<file path="src/rtl/throw_sched.sv">
`timescale 1ns/1ps
// throw_sched: alternates throws between local and remote player, launches the
// trajectory generator, resolves each throw (hit/land/timeout), keeps scores, enforces cooldown.
module throw_sched #(
  parameter int unsigned GROUND_Y     = 768,
  parameter int unsigned TIMEOUT_CYC  = 120_000_000,
  parameter int unsigned COOLDOWN_CYC = 6_000_000
) (
  input  logic        clk60MHz,
  input  logic        rst_n,
  input  logic        local_req,
  input  logic        remote_req,
  input  logic        hit,
  input  logic [11:0] ypos_prebuff,
  output logic        throw_flag,
  output logic        in_throw_flag,
  output logic        end_throw,
  output logic        turn,
  output logic        busy,
  output logic        result_valid,
  output logic        result_hit,
  output logic [3:0]  score_local,
  output logic [3:0]  score_remote
);

  typedef enum logic [2:0] {IDLE, LAUNCH, FLIGHT, END, COOLDOWN} state_t;

  localparam logic [11:0] GROUND      = 12'(GROUND_Y);
  localparam logic [26:0] FLIGHT_LAST = 27'(TIMEOUT_CYC - 1);
  localparam logic [26:0] COOL_LAST   = 27'(COOLDOWN_CYC - 1);
  localparam logic [3:0]  SCORE_MAX   = 4'd9;

  state_t      state, next_state;
  logic [26:0] cnt, cnt_nxt;
  logic        armed, armed_nxt;
  logic        end_seen, end_seen_nxt;
  logic        turn_nxt;
  logic [3:0]  score_local_nxt, score_remote_nxt;
  logic        result_valid_nxt, result_hit_nxt;
  logic        req, resolve;

  always_comb begin
    next_state       = state;
    cnt_nxt          = cnt;
    armed_nxt        = armed;
    end_seen_nxt     = end_seen;
    turn_nxt         = turn;
    score_local_nxt  = score_local;
    score_remote_nxt = score_remote;
    result_valid_nxt = 1'b0;
    result_hit_nxt   = 1'b0;
    req              = turn ? remote_req : local_req;
    resolve          = 1'b0;

    case (state)
      IDLE: begin
        if (req) next_state = LAUNCH;
      end
      LAUNCH: begin
        cnt_nxt    = '0;
        armed_nxt  = 1'b0;
        next_state = FLIGHT;
      end
      FLIGHT: begin
        cnt_nxt = cnt + 27'd1;
        if (ypos_prebuff < GROUND) armed_nxt = 1'b1;
        // A hit wins over landing and timeout; armed prevents a launch from ground counting as a landing
        resolve = hit || (armed && (ypos_prebuff >= GROUND)) || (cnt == FLIGHT_LAST);
        if (resolve) begin
          next_state       = END;
          end_seen_nxt     = 1'b0;
          result_valid_nxt = 1'b1;
          result_hit_nxt   = hit;
          if (hit && !turn && (score_local < SCORE_MAX))
            score_local_nxt = score_local + 4'd1;
          if (hit && turn && (score_remote < SCORE_MAX))
            score_remote_nxt = score_remote + 4'd1;
        end
      end
      END: begin
        // Generator only drops to ground once descending, so wait for it and a 2-cycle minimum
        end_seen_nxt = 1'b1;
        if (end_seen && (ypos_prebuff == GROUND)) begin
          next_state = COOLDOWN;
          cnt_nxt    = '0;
        end
      end
      COOLDOWN: begin
        cnt_nxt = cnt + 27'd1;
        if (cnt == COOL_LAST) begin
          next_state = IDLE;
          cnt_nxt    = '0;
          turn_nxt   = ~turn;
        end
      end
      default: next_state = IDLE;
    endcase
  end

  always_ff @(posedge clk60MHz or negedge rst_n) begin
    if (!rst_n) begin
      state         <= IDLE;
      cnt           <= '0;
      armed         <= 1'b0;
      end_seen      <= 1'b0;
      turn          <= 1'b0;
      score_local   <= '0;
      score_remote  <= '0;
      result_valid  <= 1'b0;
      result_hit    <= 1'b0;
      throw_flag    <= 1'b0;
      in_throw_flag <= 1'b0;
      end_throw     <= 1'b0;
      busy          <= 1'b0;
    end else begin
      state         <= next_state;
      cnt           <= cnt_nxt;
      armed         <= armed_nxt;
      end_seen      <= end_seen_nxt;
      turn          <= turn_nxt;
      score_local   <= score_local_nxt;
      score_remote  <= score_remote_nxt;
      result_valid  <= result_valid_nxt;
      result_hit    <= result_hit_nxt;
      throw_flag    <= (next_state == LAUNCH) && !turn;
      in_throw_flag <= (next_state == LAUNCH) && turn;
      end_throw     <= (next_state == END);
      busy          <= (next_state != IDLE);
    end
  end

endmodule

</file>
<file path="config.mk">
export PLATFORM = sky130hd
export DESIGN_NAME = throw_sched
export DESIGN_NICKNAME = d
export VERILOG_FILES = /design/src/rtl/throw_sched.sv
export SDC_FILE = /design/constraint.sdc
export NUM_CORES = 1
export LEC_CHECK = 0
export BUFFER_PORTS_ARGS = -buffer_cell sky130_fd_sc_hd__buf_4
export CORE_ASPECT_RATIO = 1.2
export CORE_UTILIZATION = 43
export CTS_CLUSTER_SIZE = 16
export DETAILED_ROUTE_END_ITERATION = 10
export PLACE_DENSITY_LB_ADDON = 0.12
export SLEW_MARGIN = 20
export SYNTH_ARGS = -nofsm -noshare
export SYNTH_HDL_FRONTEND = slang
export SYNTH_SLANG_ARGS = --single-unit
</file>
<file path="constraint.sdc">
create_clock -name clk60MHz -period 2.16 [get_ports clk60MHz]
set_input_delay 0 -clock clk60MHz [delete_from_list [all_inputs] [get_ports clk60MHz]]
set_output_delay 0 -clock clk60MHz [all_outputs]
set_load 0.05 [all_outputs]
</file>
# Word-level counts from Yosys, hierarchy flattened
# Cells that the tools add are included.
[word_totals]
output_inout_bits = 15
regBits = 47
[classes]
reduce_logical = 22
n_eq_ne = 12
n_lt_le_gt_ge = 4
add_sub_neg = 3
n_mux = 17
bitwise_logic = 1
[op_table]
columns = ["cell", "count"]
rows = [
  ["$pmux 27 s4", 1],
  ["$mux 27", 2],
  ["$add 27x1->27 const B", 1],
  ["$eq 27x23->1 const B", 1],
  ["$eq 27x27->1 const B", 1],
  ["$pmux 3 s5", 1],
  ["$eq 12x10->1 const B", 1],
  ["$ge 12x10->1 const B", 1],
  ["$lt 12x10->1 const B", 1],
  ["$mux 3", 4],
  ["$eq 3x2->1 const B", 3],
  ["$add 4x1->4 const B", 2],
  ["$logic_and 1x1->1", 8],
  ["$lt 4x4->1 const B", 2],
  ["$reduce_and 2->1", 4],
  ["$mux 1", 7],
  ["$eq 3x1->1 const B", 2],
  ["$ne 2x2->1 const B", 3],
  ["$reduce_and 3->1", 2],
  ["$pmux 1 s2", 2],
  ["$reduce_bool 2->1", 2],
  ["$reduce_bool 4->1", 1],
  ["$eq 3x3->1 const B", 1],
  ["$logic_not 3->1", 1],
  ["4 further kinds", 5],
]

# Longest topological paths before layout
[logic_depth]
ltp_word = 8
depth_mapped = 8

# Worst setup path before layout
# Ideal clock, no wire load.
[synth_path]
path_type = "register -> register"
from = "reg state[1]"
to = "reg cnt[26]"
stages_incl_launch_ff = 7
slack_ns = -0.007
arrival_time_ns = 2.089
path_buffers = 1
period_less_slack_ns = 2.167
setup_time_ns = 0.078
path_cell_list = "dfrtp_1 buf_2 o21ai_2 nand4_2 or4_1 or4_1 a21oi_1"
[synth_between]
elab_chain_cells = 3
word_cells_on_any_way = 8
classes_between = "eq/ne: 5; mux: 1; reduce/logical: 2"
[synth_lines]
columns = ["element", "line", "source"]
rows = [
  ["start, declared", "33", "state_t state, next_state;"],
  ["start signal, assigned", "116", "state <= next_state;"],
  ["$eq 3x3->1, or another cell as far along", "55", "case (state)"],
  ["$reduce_bool 4->1 (no source line) or $ne 2x2->1 (tied branches)", "--", ""],
  ["$reduce_and 2->1 (no source line)", "--", ""],
  ["end signal, assigned", "117", "cnt <= cnt_nxt;"],
  ["end, declared", "34", "logic [26:0] cnt, cnt_nxt;"],
]
# Parallel ways exist; a longest one is shown, timed or not.
# A chain may end at the register's enable or synchronous reset.

# Worst setup path in the final report
[layout_path]
from = "reg end_seen"
to = "reg cnt[22]"
[layout_between]
elab_chain_cells = 3
[layout_lines]
columns = ["element", "line", "source"]
rows = [
  ["start, declared", "36", "logic end_seen, end_seen_nxt;"],
  ["start signal, assigned", "119", "end_seen <= end_seen_nxt;"],
  ["$logic_and 1x1->1", "83", "if (end_seen && (ypos_prebuff == GROUND)) begin"],
  ["$ne 2x2->1 (no source line)", "--", ""],
  ["$reduce_and 2->1 (no source line)", "--", ""],
]
# Every way passes these cells.

==> impl_metrics.tcl <==
set metrics [dict create \
    worstPathBufferInverterCount 0 \
    compound_gate_fraction_of_synth_area_pct 18.50 \
    post-route-min-period_ns 2.179 \
    cts-root-buf "clkbuf_8" \
    synth_adder_area_share_pct 2.428 \
    placement.setup.worst_slack_ns -0.1504 \
    timing.setup.tns_ns -0.03402 \
    insertion_delay_ns 0.30 \
    sequentialPowerShare_pct 52.5 \
    layout.core_utilization_pct 59.52 \
    routed-via-count 2366 \
    global_route.usage.met2_pct 36.36 \
    worst_path_dominant_cell_family "simple AND/OR/NAND/NOR gates" \
    detailedRoute.firstIterationViolations 111 \
    power_per_cell_area_mw_per_mm2 557.4 \
    cts_tree "done" \
    finalClockSkew_ns 0.003883 \
    post-route-period-util_pct 100.9 \
    r2r_cells 5 \
    setup.worst_path.end "cnt[22]" \
    grt.met1_usage_pct 27.08 \
    critPathKind "reg -> reg" \
    insertedDiodeCount 0 \
    cts_buffer_depth 2 \
    cp_slowest_stage_delay_ns 0.50 \
    critical_path.endpoint_type "register" \
    finish.net_count 360 \
    grt.total_usage_pct 21.45 \
    postSynthCellCount 273 \
    worst-endpoint-required_ns 2.39 \
    synthArstFlopShare_pct 100.0 \
    cap_viol_max_count 0 \
    critical_path.reg2reg.endpoint "cnt[22]" \
    share_of_post_route_cells_with_drive_strength_above_1_pct 29.50 \
    core-area_mm2 0.005705 \
    grt.met3_usage_pct 4.419 \
    io_pins 32 \
    crit_path_top_delay_cell "or4_1" \
    final_common_cell "buf_4" \
    residual_overflow_from_global_routing 0 \
    min-delay-path-class "in -> reg" \
    layout.cells.most_common_list "66 x buf_4, 47 x dfrtp_1, 24 x nand2_1, 17 x a21oi_1, 15 x nor2_1" \
    synth_warnings 0 \
    seq_area_frac_synth_pct 45.65 \
    power.share.combinational_pct 16.4 \
    leakage_component_of_the_power_nw 1.468 \
    p_int_mw 1.355 \
    synthesis.nets 295 \
    placed_area_mm2 0.003115 \
    clkPwrFrac_pct 31.1 \
    count_of_cell_types_in_the_netlist 50 \
    critical_path.cell_chain "or4b_4 -> o41a_1 -> a21o_4 -> or4_1 -> a21oi_1" \
    switchingPower_mw 0.5379 \
    power.ir.vdd_worst_mv 0.3401 \
    synth_xor_area_share_pct 4.080 \
    cts_htree_levels 2 \
    place.detailed.instances 404 \
    detailed_place_hpwl_um 4623 \
    final_gp_congestion 0.8192 \
    syn_area_mm2 0.002576 \
    layout.cell_area.non_filler_mm2 0.003396 \
    number_of_buffers_created_by_cts 5 \
    synth_top_family_by_area "simple AND/OR/NAND/NOR gates" \
    achievable_frequency_mhz 458.8 \
    routed_wire_length_per_instance_um 15.89 \
    io_buffers 31 \
    worst_r2r_startpoint "end_seen" \
    muxShareOfSynthArea_pct 0 \
    antenna_violating_nets_post_route 0 \
    finalMaxSlewViolations 0 \
    grt_setup_unrepaired "yes" \
    violated_checks "setup timing" \
    crit_arrival_ns 2.41 \
    finalHoldViolCount 0 \
    fin_ws_ns -0.01946 \
    dr.pass1.iters 5 \
    die_w_um 72.66 \
    kind_of_start_point_of_the_critical_path "register" \
    wl_um 6656 \
    status "complete, but fails checks" \
    finalSetupViolCount 3 \
    worstSetupStartpoint "end_seen" \
    viasPerCell 5.647 \
    path_depth 5 \
    grt-busiest-layer "met2" \
    timing.reg2reg.setup_slack_ns -0.02 \
    power.switching_fraction_pct 28.42 \
    worst_slew_margin_rel_pct 59.49 \
    worstPathMaxFanout 6 \
    postSynth.topFlopCell "dfrtp_1" \
    clkTransAtPathRegs_ns 0.09 \
    clock-sinks 47 \
    die_outline_area_mm2 0.006306 \
    post_layout_instance_count_excluding_filler_cells 419 \
    drcViolationCount 0 \
    num_rows 30 \
    global_route_wire_length_before_repair_um 10400 \
    yosys_register_bits 47 \
    synthSimpleGateAreaFrac_pct 24.92 \
    max_slew.worst_pin.slew_ns 0.6077 \
    antenna_violations_before_repair 0 \
    grt_pass1_vias 2224 \
    starting_density_of_the_core_pct 45.15 \
    area_delta_synth_final_pct 31.81 \
    die_height_um 86.79 \
    mean_instance_size_in_the_synthesized_netlist_um2 9.437 \
    grt_max_degree 48 \
    synth-edff-count 0 \
]
## layer usage
layer | up-vias | part of all wire (%) | wire [µm]
li1 | 1145 | - | -
met5 | - | 0 | 0
met2 | 54 | 49 | 3289
met4 | 0 | 1.8 | 117
met1 | 1157 | 45 | 2965
met3 | 10 | 4.3 | 283
## worst min path at each step
stage | endpoint | from | slack (ns) | depth (start not counted)
4_1_cts | result_hit | hit | 0.04 | 2
3_3_place_gp | score_local[2] | rst_n | 0.06 | 1
5_1_grt | result_hit | hit | 0.03 | 2
6_report | result_hit | hit | 0.03 | 2
3_5_place_dp | score_local[2] | rst_n | 0.06 | 1
2_1_floorplan | armed | rst_n | -0.30 | 0
## kinds of logic (layout without fill, tap and decap cells)
logic type	Yosys count	after routing
buffers and inverters	26	91
and+or+nand+nor	113	113
AOI/OAI and AO/OA	70	71
xor gates and xnor gates	12	12
DFF	47	47
adders and majority gates	5	5
## state kept, by name, indices dropped and copies added (netlist names)
register,cells
cnt,27
score_local,4
score_remote,4
state,3
armed,1
busy,1
end_seen,1
end_throw,1
in_throw_flag,1
result_hit,1
result_valid,1
throw_flag,1
turn,1
## Yosys cell counts, types with 2 or more instances
cell | number | area [µm²]
o31ai_1 | 11 | 82.58
inv_1 | 12 | 45.04
or2_2 | 2 | 12.51
or4b_2 | 2 | 20.02
nand4_1 | 5 | 31.28
a2111oi_2 | 2 | 30.03
dfrtp_1 | 47 | 1176
o22ai_1 | 3 | 18.77
and3_1 | 7 | 43.79
a211oi_1 | 4 | 30.03
clkbuf_1 | 4 | 15.01
a21o_1 | 3 | 22.52
or3_1 | 5 | 31.28
ha_1 | 5 | 62.56
nand3_1 | 14 | 70.07
buf_1 | 2 | 7.510
nor2_1 | 15 | 56.30
or4_1 | 15 | 112.6
o21ai_0 | 13 | 65.06
a41o_1 | 2 | 20.02
nor3_1 | 4 | 20.02
a21oi_1 | 19 | 95.09
buf_2 | 7 | 35.03
nor4_1 | 4 | 25.02
nand2_1 | 25 | 93.84
xnor2_1 | 12 | 105.1
and4_1 | 2 | 17.52
a31oi_1 | 2 | 12.51
nand2b_1 | 4 | 25.02
## power groups by stage
stage          sequential, mW  combinational (mW)  clock (mW)
2_1_floorplan            1.08               0.103           0
4_1_cts                 0.993               0.307       0.600
6_report                0.994               0.311       0.588
3_3_place_gp             1.01               0.295           0
5_1_grt                  1.00               0.338       0.639
3_5_place_dp             1.01               0.298           0
## through the flow
step	hold slack [ns]	power (mW)
after floorplan	-0.2956	1.185
after global placement	0.05528	1.304
after detailed placement	0.05558	1.308
after CTS	0.03699	1.900
after global routing	0.03398	1.977
final	0.02710	1.893
## final cells by class
type / count / area (µm²)
fillers: 504 / 2310
inverters: 12 / 45.04
flip-flops and latches: 47 / 1176
multi-input cells: 201 / 1418
well taps: 80 / 100.1
clock buffers: 8 / 100.1
repair buffers: 71 / 556.8
## worst register-to-register path: stages (launching register included)
cell	delay, ns
dfrtp_1	0.34
or4b_4	0.46
o41a_1	0.41
a21o_4	0.26
or4_1	0.50
a21oi_1	0.14
## timing repair
item | in CTS | in global routing
endpoints found under the setup margin | 24 | 26
hold buffers | 3 | 0
pin swaps | 7 | 0
gates resized for setup | 10 | 15
gates cloned | 0 | 1
setup buffers | 0 | 3
endpoints found under the hold margin | 49 | 0
Power figures use the tool's default switching activity.
